**src/rtl/spi_pkg.sv**
```systemverilog
// Shared types and defaults for the SPI transmit scheduler: FSM state encoding,
// parameter defaults and small index helpers.
package spi_pkg;

  localparam int NREQ_DEF    = 4;
  localparam int DW_DEF      = 6;
  localparam int TIMEOUT_DEF = 64;

  typedef enum logic [1:0] {
    S_IDLE  = 2'd0,
    S_START = 2'd1,
    S_WAIT  = 2'd2,
    S_DONE  = 2'd3
  } state_t;

  // Index width that stays legal for a single requester.
  function automatic int ptr_width(input int n);
    return (n > 1) ? $clog2(n) : 1;
  endfunction

  function automatic int rr_next(input int idx, input int n);
    return (idx + 1 >= n) ? 0 : idx + 1;
  endfunction

endpackage : spi_pkg

```
**src/rtl/spi_tx_sched_rr_arbiter.sv**
```systemverilog
// Combinational round-robin picker: first set request at ptr, ptr+1, ...
// wrapping modulo NREQ. Produces a one-hot grant, its index and an any flag.
module rr_arbiter
  import spi_pkg::*;
#(
  parameter int NREQ = NREQ_DEF,
  parameter int PW   = ptr_width(NREQ_DEF)
) (
  input  logic [NREQ-1:0] i_req,
  input  logic [PW-1:0]   i_ptr,
  output logic [NREQ-1:0] o_grant,
  output logic [PW-1:0]   o_winner,
  output logic            o_any
);

  logic          w_found;
  int            w_sum;
  logic [PW-1:0] w_idx;

  // NOTE: every signal written here gets a default before the loop, so no
  // path leaves a value unassigned and no latch is inferred.
  always_comb begin
    o_grant  = '0;
    o_winner = '0;
    w_found  = 1'b0;
    w_sum    = 0;
    w_idx    = '0;
    for (int i = 0; i < NREQ; i++) begin
      w_sum = int'(i_ptr) + i;
      if (w_sum >= NREQ) begin
        w_sum = w_sum - NREQ;
      end
      w_idx = PW'(w_sum);
      if (!w_found && i_req[w_idx]) begin
        w_found         = 1'b1;
        o_grant[w_idx]  = 1'b1;
        o_winner        = w_idx;
      end
    end
  end

  assign o_any = |i_req;

endmodule : rr_arbiter

```
**src/rtl/spi_tx_sched.sv**
```systemverilog
// Shares one serial transmit engine among NREQ requesters: round-robin grant,
// start pulse, bounded wait for the engine's done pulse, then ack (with err on abort).
module spi_tx_sched
  import spi_pkg::*;
#(
  parameter int NREQ    = NREQ_DEF,
  parameter int DW      = DW_DEF,
  parameter int TIMEOUT = TIMEOUT_DEF
) (
  input  logic               clk,
  input  logic               rst_n,
  input  logic [NREQ-1:0]    req,
  input  logic [NREQ*DW-1:0] req_data,
  output logic [NREQ-1:0]    gnt,
  output logic [NREQ-1:0]    ack,
  output logic               err,
  output logic               tx_start,
  output logic [DW-1:0]      tx_data,
  input  logic               tx_done
);

  localparam int PW = ptr_width(NREQ);
  localparam int CW = $clog2(TIMEOUT + 1);

  state_t            r_state;
  logic [PW-1:0]     r_ptr;
  logic [PW-1:0]     r_winner;
  logic [CW-1:0]     r_cnt;
  logic [NREQ-1:0]   r_gnt;
  logic [NREQ-1:0]   r_ack;
  logic              r_err;
  logic              r_tx_start;
  logic [DW-1:0]     r_tx_data;

  state_t            w_state_nx;
  logic [PW-1:0]     w_ptr_nx;
  logic [PW-1:0]     w_winner_nx;
  logic [CW-1:0]     w_cnt_nx;
  logic [NREQ-1:0]   w_gnt_nx;
  logic [NREQ-1:0]   w_ack_nx;
  logic              w_err_nx;
  logic              w_tx_start_nx;
  logic [DW-1:0]     w_tx_data_nx;

  logic [NREQ-1:0]   w_grant;
  logic [PW-1:0]     w_winner;
  logic              w_any;
  logic [DW-1:0]     w_sel_data;

  rr_arbiter #(
    .NREQ (NREQ),
    .PW   (PW)
  ) u_arb (
    .i_req    (req),
    .i_ptr    (r_ptr),
    .o_grant  (w_grant),
    .o_winner (w_winner),
    .o_any    (w_any)
  );

  // The grant is one-hot, so OR-ing the masked words yields the winner's word.
  always_comb begin
    w_sel_data = '0;
    for (int i = 0; i < NREQ; i++) begin
      if (w_grant[i]) begin
        w_sel_data = w_sel_data | req_data[i*DW +: DW];
      end
    end
  end

  always_comb begin
    w_state_nx    = r_state;
    w_ptr_nx      = r_ptr;
    w_winner_nx   = r_winner;
    w_cnt_nx      = r_cnt;
    w_gnt_nx      = r_gnt;
    w_ack_nx      = '0;
    w_err_nx      = 1'b0;
    w_tx_start_nx = 1'b0;
    w_tx_data_nx  = r_tx_data;

    unique case (r_state)
      S_IDLE: begin
        if (w_any) begin
          w_state_nx    = S_START;
          w_gnt_nx      = w_grant;
          w_winner_nx   = w_winner;
          w_tx_data_nx  = w_sel_data;
          w_tx_start_nx = 1'b1;
        end
      end

      S_START: begin
        w_state_nx = S_WAIT;
        w_cnt_nx   = '0;
      end

      // tx_done wins over the timeout when both land in the same cycle.
      S_WAIT: begin
        w_cnt_nx = r_cnt + CW'(1);
        if (tx_done) begin
          w_state_nx = S_DONE;
          w_ack_nx   = r_gnt;
        end else if (r_cnt == CW'(TIMEOUT - 1)) begin
          w_state_nx = S_DONE;
          w_ack_nx   = r_gnt;
          w_err_nx   = 1'b1;
        end
      end

      S_DONE: begin
        w_state_nx = S_IDLE;
        w_gnt_nx   = '0;
        w_ptr_nx   = PW'(rr_next(int'(r_winner), NREQ));
      end

      default: begin
        w_state_nx = S_IDLE;
        w_gnt_nx   = '0;
      end
    endcase
  end

  // NOTE: state is updated with non-blocking assignments so every register
  // samples the pre-edge values regardless of statement order.
  always_ff @(posedge clk or negedge rst_n) begin
    if (!rst_n) begin
      r_state    <= S_IDLE;
      r_ptr      <= '0;
      r_winner   <= '0;
      r_cnt      <= '0;
      r_gnt      <= '0;
      r_ack      <= '0;
      r_err      <= 1'b0;
      r_tx_start <= 1'b0;
      r_tx_data  <= '0;
    end else begin
      r_state    <= w_state_nx;
      r_ptr      <= w_ptr_nx;
      r_winner   <= w_winner_nx;
      r_cnt      <= w_cnt_nx;
      r_gnt      <= w_gnt_nx;
      r_ack      <= w_ack_nx;
      r_err      <= w_err_nx;
      r_tx_start <= w_tx_start_nx;
      r_tx_data  <= w_tx_data_nx;
    end
  end

  assign gnt      = r_gnt;
  assign ack      = r_ack;
  assign err      = r_err;
  assign tx_start = r_tx_start;
  assign tx_data  = r_tx_data;

endmodule : spi_tx_sched

```
**config.mk**
```make
export PLATFORM = sky130hd
export DESIGN_NAME = spi_tx_sched
export DESIGN_NICKNAME = d
export VERILOG_FILES = /design/src/rtl/spi_pkg.sv /design/src/rtl/spi_tx_sched_rr_arbiter.sv /design/src/rtl/spi_tx_sched.sv
export SDC_FILE = /design/constraint.sdc
export NUM_CORES = 1
export LEC_CHECK = 0
export ABC_CLOCK_PERIOD_IN_PS = 3160
export CAP_MARGIN = 20
export CORE_MARGIN = 3
export CORE_UTILIZATION = 40
export DETAILED_ROUTE_END_ITERATION = 7
export PLACE_DENSITY = 0.77
export SYNTH_ARGS = -nofsm -noshare
export SYNTH_HDL_FRONTEND = slang
export SYNTH_SLANG_ARGS = --single-unit
```
**constraint.sdc**
```tcl
create_clock -name clk -period 3.16 [get_ports clk]
set_input_delay 0.632 -clock clk [delete_from_list [all_inputs] [get_ports clk]]
set_output_delay 0.632 -clock clk [all_outputs]
set_load 0.02 [all_outputs]
```
== Word-level counts from Yosys, hierarchy flattened ==
Cells that the tools add are included.

* Add/subtract/negate cells: 9
* Multipliers: 0
* Div/mod/pow operators: 0
* $lt $le $gt $ge: 13
* Eq/ne operators: 6
* Shift operators: 0
* Multiplexer cells: 51
* Bitwise logic cells: 6
* Reduce and logical (&&, ||, !) cells: 17

{| class="wikitable"
|+ Operators with widths
! kind !! count
|-
| $mux W4 || 8
|-
| $mux W2 || 12
|-
| $mux W6 || 4
|-
| $or A6 B6 Y6 || 3
|-
| $mux W1 || 16
|-
| $pmux W7 S2 || 1
|-
| $ge A3 B3 Y1 const B || 4
|-
| $lt A2 B3 Y1 const B || 4
|-
| $or A4 B4 Y4 || 3
|-
| $bmux W1 S2 || 4
|-
| $demux W1 S2 || 4
|-
| $ge A2 B1 Y1 const B || 4
|-
| $pmux W2 S4 || 1
|-
| $pmux W4 S2 || 1
|-
| $sub A2 B1 Y2 const B || 4
|-
| $add A7 B1 Y7 const B || 1
|-
| $eq A7 B6 Y1 const B || 1
|-
| $logic_and A1 B1 Y1 || 7
|-
| $add A2 B1 Y3 const B || 2
|-
| $add A2 B2 Y3 const B || 2
|-
| $reduce_and A2 Y1 || 3
|-
| $eq A2 B2 Y1 const B || 2
|-
| $reduce_bool A2 Y1 || 2
|-
| $reduce_or A4 Y1 || 1
|-
| other kinds (6) || 8
|}

* Register bits: 29
* Latch bits: 0
* RAM bits: 0
* Memory bits (read-only): 0
* Input bits: 31
* Output and inout port bits: 16
* Logic and storage cells: 111
* Memories kept: 0

== Longest topological paths before layout ==
Gate-level depths: netlist (run 1).

* Depth after elaboration: 21
* Mapped depth: 10
* Gate-level depth less buffers: 8

== Hierarchy ==
From an unflattened synthesis (run 1), not the netlist that was laid out.

* Cells, all modules: 178
* Area total of the unflattened synthesis: 1,761.7 sq um

{| class="wikitable"
|+ Modules (own cells, without submodules)
! module !! times used !! cells each !! area each (sq um) !! seq. area each (sq um)
|-
| spi_tx_sched || 1 || 129 || 1,350.0 || 725.7
|-
| rr_arbiter || 1 || 49 || 411.6 || 0.0
|}

== Least setup slack after synthesis (run 1) ==
No wires, ideal clock.

* Path type: register to register
* Start: reg r_ptr[0]
* End: reg r_tx_data[0], in the netlist tx_data[0]
* Library setup time: 0.082 ns
* Arrival: 2.368 ns
* Required time: 3.078 ns
* Path slack: 0.710 ns
* Stages on the path, launching flop included: 11
* Cells stage by stage: dfrtp_1 > buf_6 > inv_1 > ha_1 > buf_2 > mux4_2 > nor4b_4 > nand2_2 > o21ai_2 > nand2_1 > a31oi_1

* Word-level cells in the longest chain between the ends: 21
* Elaborated cells on any way between the ends: 66
* Classes of those cells: 7 x add/sub; 12 x order compare; 31 x mux; 6 x bitwise; 10 x reduce/logical

{| class="wikitable"
|+ RTL lines
! element !! RTL line !! source
|-
| start, declared || spi_tx_sched.sv:26 || <nowiki>logic [PW-1:0] r_ptr;</nowiki>
|-
| start signal, assigned || spi_tx_sched.sv:139 || <nowiki>r_ptr <= w_ptr_nx;</nowiki>
|-
| branches (longest 13 deep; another with $add A2 B1 Y3) || - ||
|-
| $mux W4 (*) || spi_tx_sched_rr_arbiter.sv:34 || <nowiki>if (!w_found && i_req[w_idx]) begin</nowiki>
|-
| $mux W6 || spi_tx_sched.sv:65 || <nowiki>if (w_grant[i]) begin</nowiki>
|-
| $or A6 B6 Y6 || spi_tx_sched.sv:66 || <nowiki>w_sel_data = w_sel_data | req_data[i*DW +: DW];</nowiki>
|-
| $mux W6 || spi_tx_sched.sv:65 ||
|-
| $or A6 B6 Y6 || spi_tx_sched.sv:66 ||
|-
| $mux W6 || spi_tx_sched.sv:65 ||
|-
| $or A6 B6 Y6 || spi_tx_sched.sv:66 ||
|-
| $mux W6 (*) || spi_tx_sched.sv:65 ||
|-
| end signal, assigned || spi_tx_sched.sv:146 || <nowiki>r_tx_data <= w_tx_data_nx;</nowiki>
|-
| end, declared || spi_tx_sched.sv:33 || <nowiki>logic [DW-1:0] r_tx_data;</nowiki>
|}

Every way passes the cells marked *. The select of a mux whose other input is x is not followed.
A chain may end at the register's enable or synchronous reset.

== Worst setup path in the final report (run 1) ==
* Start: reg r_ptr[1]
* End: reg r_gnt[2], in the netlist gnt[2]

* Word-level cells in the longest chain between the ends: 16
* Elaborated cells on any way between the ends: 61
* Classes of those cells: 7 x add/sub; 12 x order compare; 29 x mux; 3 x bitwise; 10 x reduce/logical

{| class="wikitable"
|+ RTL lines
! element !! RTL line !! source
|-
| branches (longest 13 deep; another with $add A2 B1 Y3) || - ||
|-
| $mux W4 (*) || spi_tx_sched_rr_arbiter.sv:34 ||
|-
| $mux W4 (*) || spi_tx_sched.sv:84 || <nowiki>if (w_any) begin</nowiki>
|-
| $pmux W4 S2 (*) || spi_tx_sched.sv:82 || <nowiki>unique case (r_state)</nowiki>
|-
| end signal, assigned || spi_tx_sched.sv:142 || <nowiki>r_gnt <= w_gnt_nx;</nowiki>
|-
| end, declared || spi_tx_sched.sv:29 || <nowiki>logic [NREQ-1:0] r_gnt;</nowiki>
|}

Marks and branches as above.

==> results of run 1 <==
[power by group]
part           internal (mW)  switching (mW)  total [mW]  leakage (nW)
Combinational          0.629           0.829        1.46         0.670
Clock                  0.152           0.144       0.295        0.0439
Sequential             0.484          0.0802       0.564         0.368
[final timing paths]
kind | to
min in group asynchronous | ack[0]$_DFF_PN0_
max reg2reg | gnt[2]$_DFFE_PN0P_
max in group asynchronous | r_ptr[1]$_DFFE_PN0P_
min reg2reg | err$_DFF_PN0_
min | err$_DFF_PN0_
max | gnt[2]$_DFFE_PN0P_
[routing by layer]
layer	share of wire	routed length (um)
met1	0.44	2130
met2	0.49	2340
met3	0.064	309
met4	0.0056	27
met5	0	0
[flip-flops by register name (all words and copies together), names as in the netlist]
register / flops
err: 1
gnt: 4
r_ptr: 2
tx_start: 1
r_state: 2
r_cnt: 7
tx_data: 6
r_winner: 2
ack: 4
[critical path, cell delays in order, from the launching register on]
cell and delay (ns):
sky130_fd_sc_hd__dfrtp_1 0.56, sky130_fd_sc_hd__inv_1 0.25, sky130_fd_sc_hd__ha_1 0.53, sky130_fd_sc_hd__mux2i_1 0.35
sky130_fd_sc_hd__mux2_2 0.26, sky130_fd_sc_hd__o211ai_1 0.10, sky130_fd_sc_hd__a32oi_1 0.20, sky130_fd_sc_hd__buf_4 0.18
sky130_fd_sc_hd__a21oi_1 0.06, sky130_fd_sc_hd__o41ai_1 0.26
[stage by stage]
stage                     cell area [um^2]  hold slack (ns)
after detailed placement              2530            0.498
after global placement                2530            0.492
after floorplan                       2020            0.336
after CTS                             2620            0.508
after global routing                  2630            0.535
final                                 2630            0.506
[cells by family (layout without fill, tap and decap cells)]
group / count (synthesis) / count (layout)
DFF: 29 / 29
AOI/OAI and AO/OA: 61 / 61
xor gates and xnor gates: 1 / 1
buffers and inverters: 28 / 75
and+or+nand+nor: 83 / 83
adders and majority gates: 12 / 12
muxes: 13 / 13
[layout by cell type, fill, tap and decap left out, drive strengths merged, types with 7 or more instances in the layout]
cell type	netlist	routed
clkdlybuf4s50	0	46
nand2	38	38
dfrtp	29	29
nor2	24	24
inv	15	15
o21ai	13	13
ha	12	12
a22o	10	10
a31oi	9	9
mux2i	7	7
[cell type report]
type,instances,area share
inverter,15,0.0214
multi-input combinational,170,0.445
clock inverter,3,0.00667
clock buffer,5,0.0262
timing repair buffer,52,0.193
tap,67,0.0319
sequential,29,0.276
==> impl_results.md, run 1 <==
- Run status: finished clean
- Worst EP arrival: slightly above 3 ns
- Met1 Resource Use GR: 0.219
- Number of global-route vias before repair: 1760
- Rows: 25
- Mapped Cells: roughly 230
- Antenna cell count: 0
- Final critical-path required period: roughly 2.9 ns
- Total nets after synthesis: 270
- Hold wc startpoint: r_cnt[6]$_DFFE_PN0P_
- Crit. End Element: register
- Clock sink count: 29
- Start point of the critical path: r_ptr[1]$_DFFE_PN0P_
- PortBufs: between 40 and 50
- Register-to-Register Setup Slack: 0.29 ns
- Post-detailed-route DRC marker count: 0
- Cell with the most instances after synthesis: sky130_fd_sc_hd__nand2_1
- Total detailed-routing wirelength: 4.81 mm
- Post-Route Skew: about 0.010 ns
- Htree depth: 2
- Largest vdd supply drop: roughly 0.33 mV
- Placer's final routability congestion estimate: approximately 0.85
- Seq cells post-synth: 29
- Share of the cycle needed by the critical path after routing: 0.908
- Placeable core region: roughly 4800 um^2
- Starting Density: 0.421
- Launching point of the worst reg2reg path: r_ptr[1]$_DFFE_PN0P_
- Area contributors post-synth: sky130_fd_sc_hd__dfrtp_1 36%, sky130_fd_sc_hd__ha_1 7.4%, sky130_fd_sc_hd__nand2_1 6.7%
- Fraction of post-synthesis cell area in the top cell type by area: 0.360
- Clock buffer depth: 2
- Initial antenna violation count: 0
- Layer carrying the most global-route usage: met2
- Number of iterations in the first detailed-routing pass: 4
- Post-synth ARST share: 1.00
- First-pass GRT wire length: 8.35 mm
- XOR/XNOR share of the synthesized area: 0.00435
- Height of the die: 77.0 um
- Warnings from Yosys: 0
- Synth Flop Type: sky130_fd_sc_hd__dfrtp_1
- Fill cells: 422
- Sequential share of the synthesized area: 0.360
- TritonCTS clock tree: done
- Nets: 316
- Die ar.: just under 6000 um^2
- Source-to-sink clock delay at the later pin of the worst-skew pair: 0.28 ns
- Cts bufs inserted: 5
- Number of cells upsized or downsized after cts: 0
- Post-Syn Area: just over 2000 um^2
- Final Max Tran Viols: 0
- Width of the die: 77.0 um
- Max-cap violation count: 0
- Post-synthesis mux area share: 0.0906
- Met3 GRT Util: 0.0423
- Multi-input gate area in the final layout: 1170 um^2
- Adder-cell area share of the yosys netlist: 0.0745
- Boundary pin count: 47
- Worst-margin pin slew: about 0.49 ns
- DRC violation total after the first TritonRoute iteration: roughly 130
- Endpoints failing setup: 0
- Count of non-filler cells in the finished layout: between 300 and 400
- Rel. slew slack: 0.669
- Overall power of the completed layout: about 2.3 mW
- Endpoint required time on the critical path: approximately 3.3 ns
- Total gr overflow: 0
- Master cell of the clock root buffer: sky130_fd_sc_hd__clkbuf_8
- Distinct cell type count after synthesis: 44
- Hold Buf Count CTS: 0
- Setup repair after global routing missed its margin: false
- Number of synthesized flops with an enable pin: 0
- Power per cell area: around 880 nW/um^2
- Worst-path maximum fanout: 9
- TNS Setup: 0 ns
- Detailed-route wire length per cell: about 14 um
- Total routing usage reported by global routing: 0.172
- Most used standard cells in the synthesized netlist: 36 x sky130_fd_sc_hd__nand2_1, 29 x sky130_fd_sc_hd__dfrtp_1, 24 x sky130_fd_sc_hd__nor2_1
- Top cell type by total area after synthesis: sky130_fd_sc_hd__dfrtp_1
- Post-CTS clock slew at the launch and capture registers of the worst setup and hold paths: 0.07 ns
- FMAX: approximately 0.35 GHz
- Worst setup path class: reg2reg
- Cell depth of the worst flop-to-flop path: 9
- Hold Fails Final Rpt: 0
- FF/Latch Area: 726 um^2
- Proportion of layout cells with a drive suffix above 1: 0.0949
- Dominant combinational cell family by area after synthesis: compound AO/OA/AOI/OAI gates
- Post-synthesis compound-gate area fraction: 0.217
- Post-CTS setup buffer count: 0
- Element type at the critical path start: register
- Met2 Resource Use GR: 0.287
- Via-to-Cell Ratio: approximately 5.5
- Min-Delay Path Depth: 1
- Post-Route Utilization: 0.548
- Dpl hpwl: approximately 3.5 mm
- Place WS: 0.205 ns
- Worst hold path class: reg2reg
- Synthesized area per cell: approximately 8.9 um^2
- Detail Route Antenna Nets: 0
- Reported leakage power: roughly 1.1 nW
- Area fraction in and, or, nand and nor cells after synthesis: 0.189
- Via count: about 1900
- Number of instances in the placed design: around 330
- Final setup margin: about 0.29 ns
- P&R area growth vs syn: 30.2%
- Largest net degree at the start of global routing: 30
Power figures use the tool's default switching activity.
==> inputs of run 2 (changes only) <==
CAP_MARGIN = default   (was 20)
SLEW_MARGIN = 20   (was default)
==> results of run 2 <==
Final layout, timing and power as in run 1 (identical DEF).
==> inputs of run 3 (changes only) <==
TNS_END_PERCENT = 100   (was default)
==> results of run 3 <==
Final layout, timing and power as in run 1 (identical DEF).
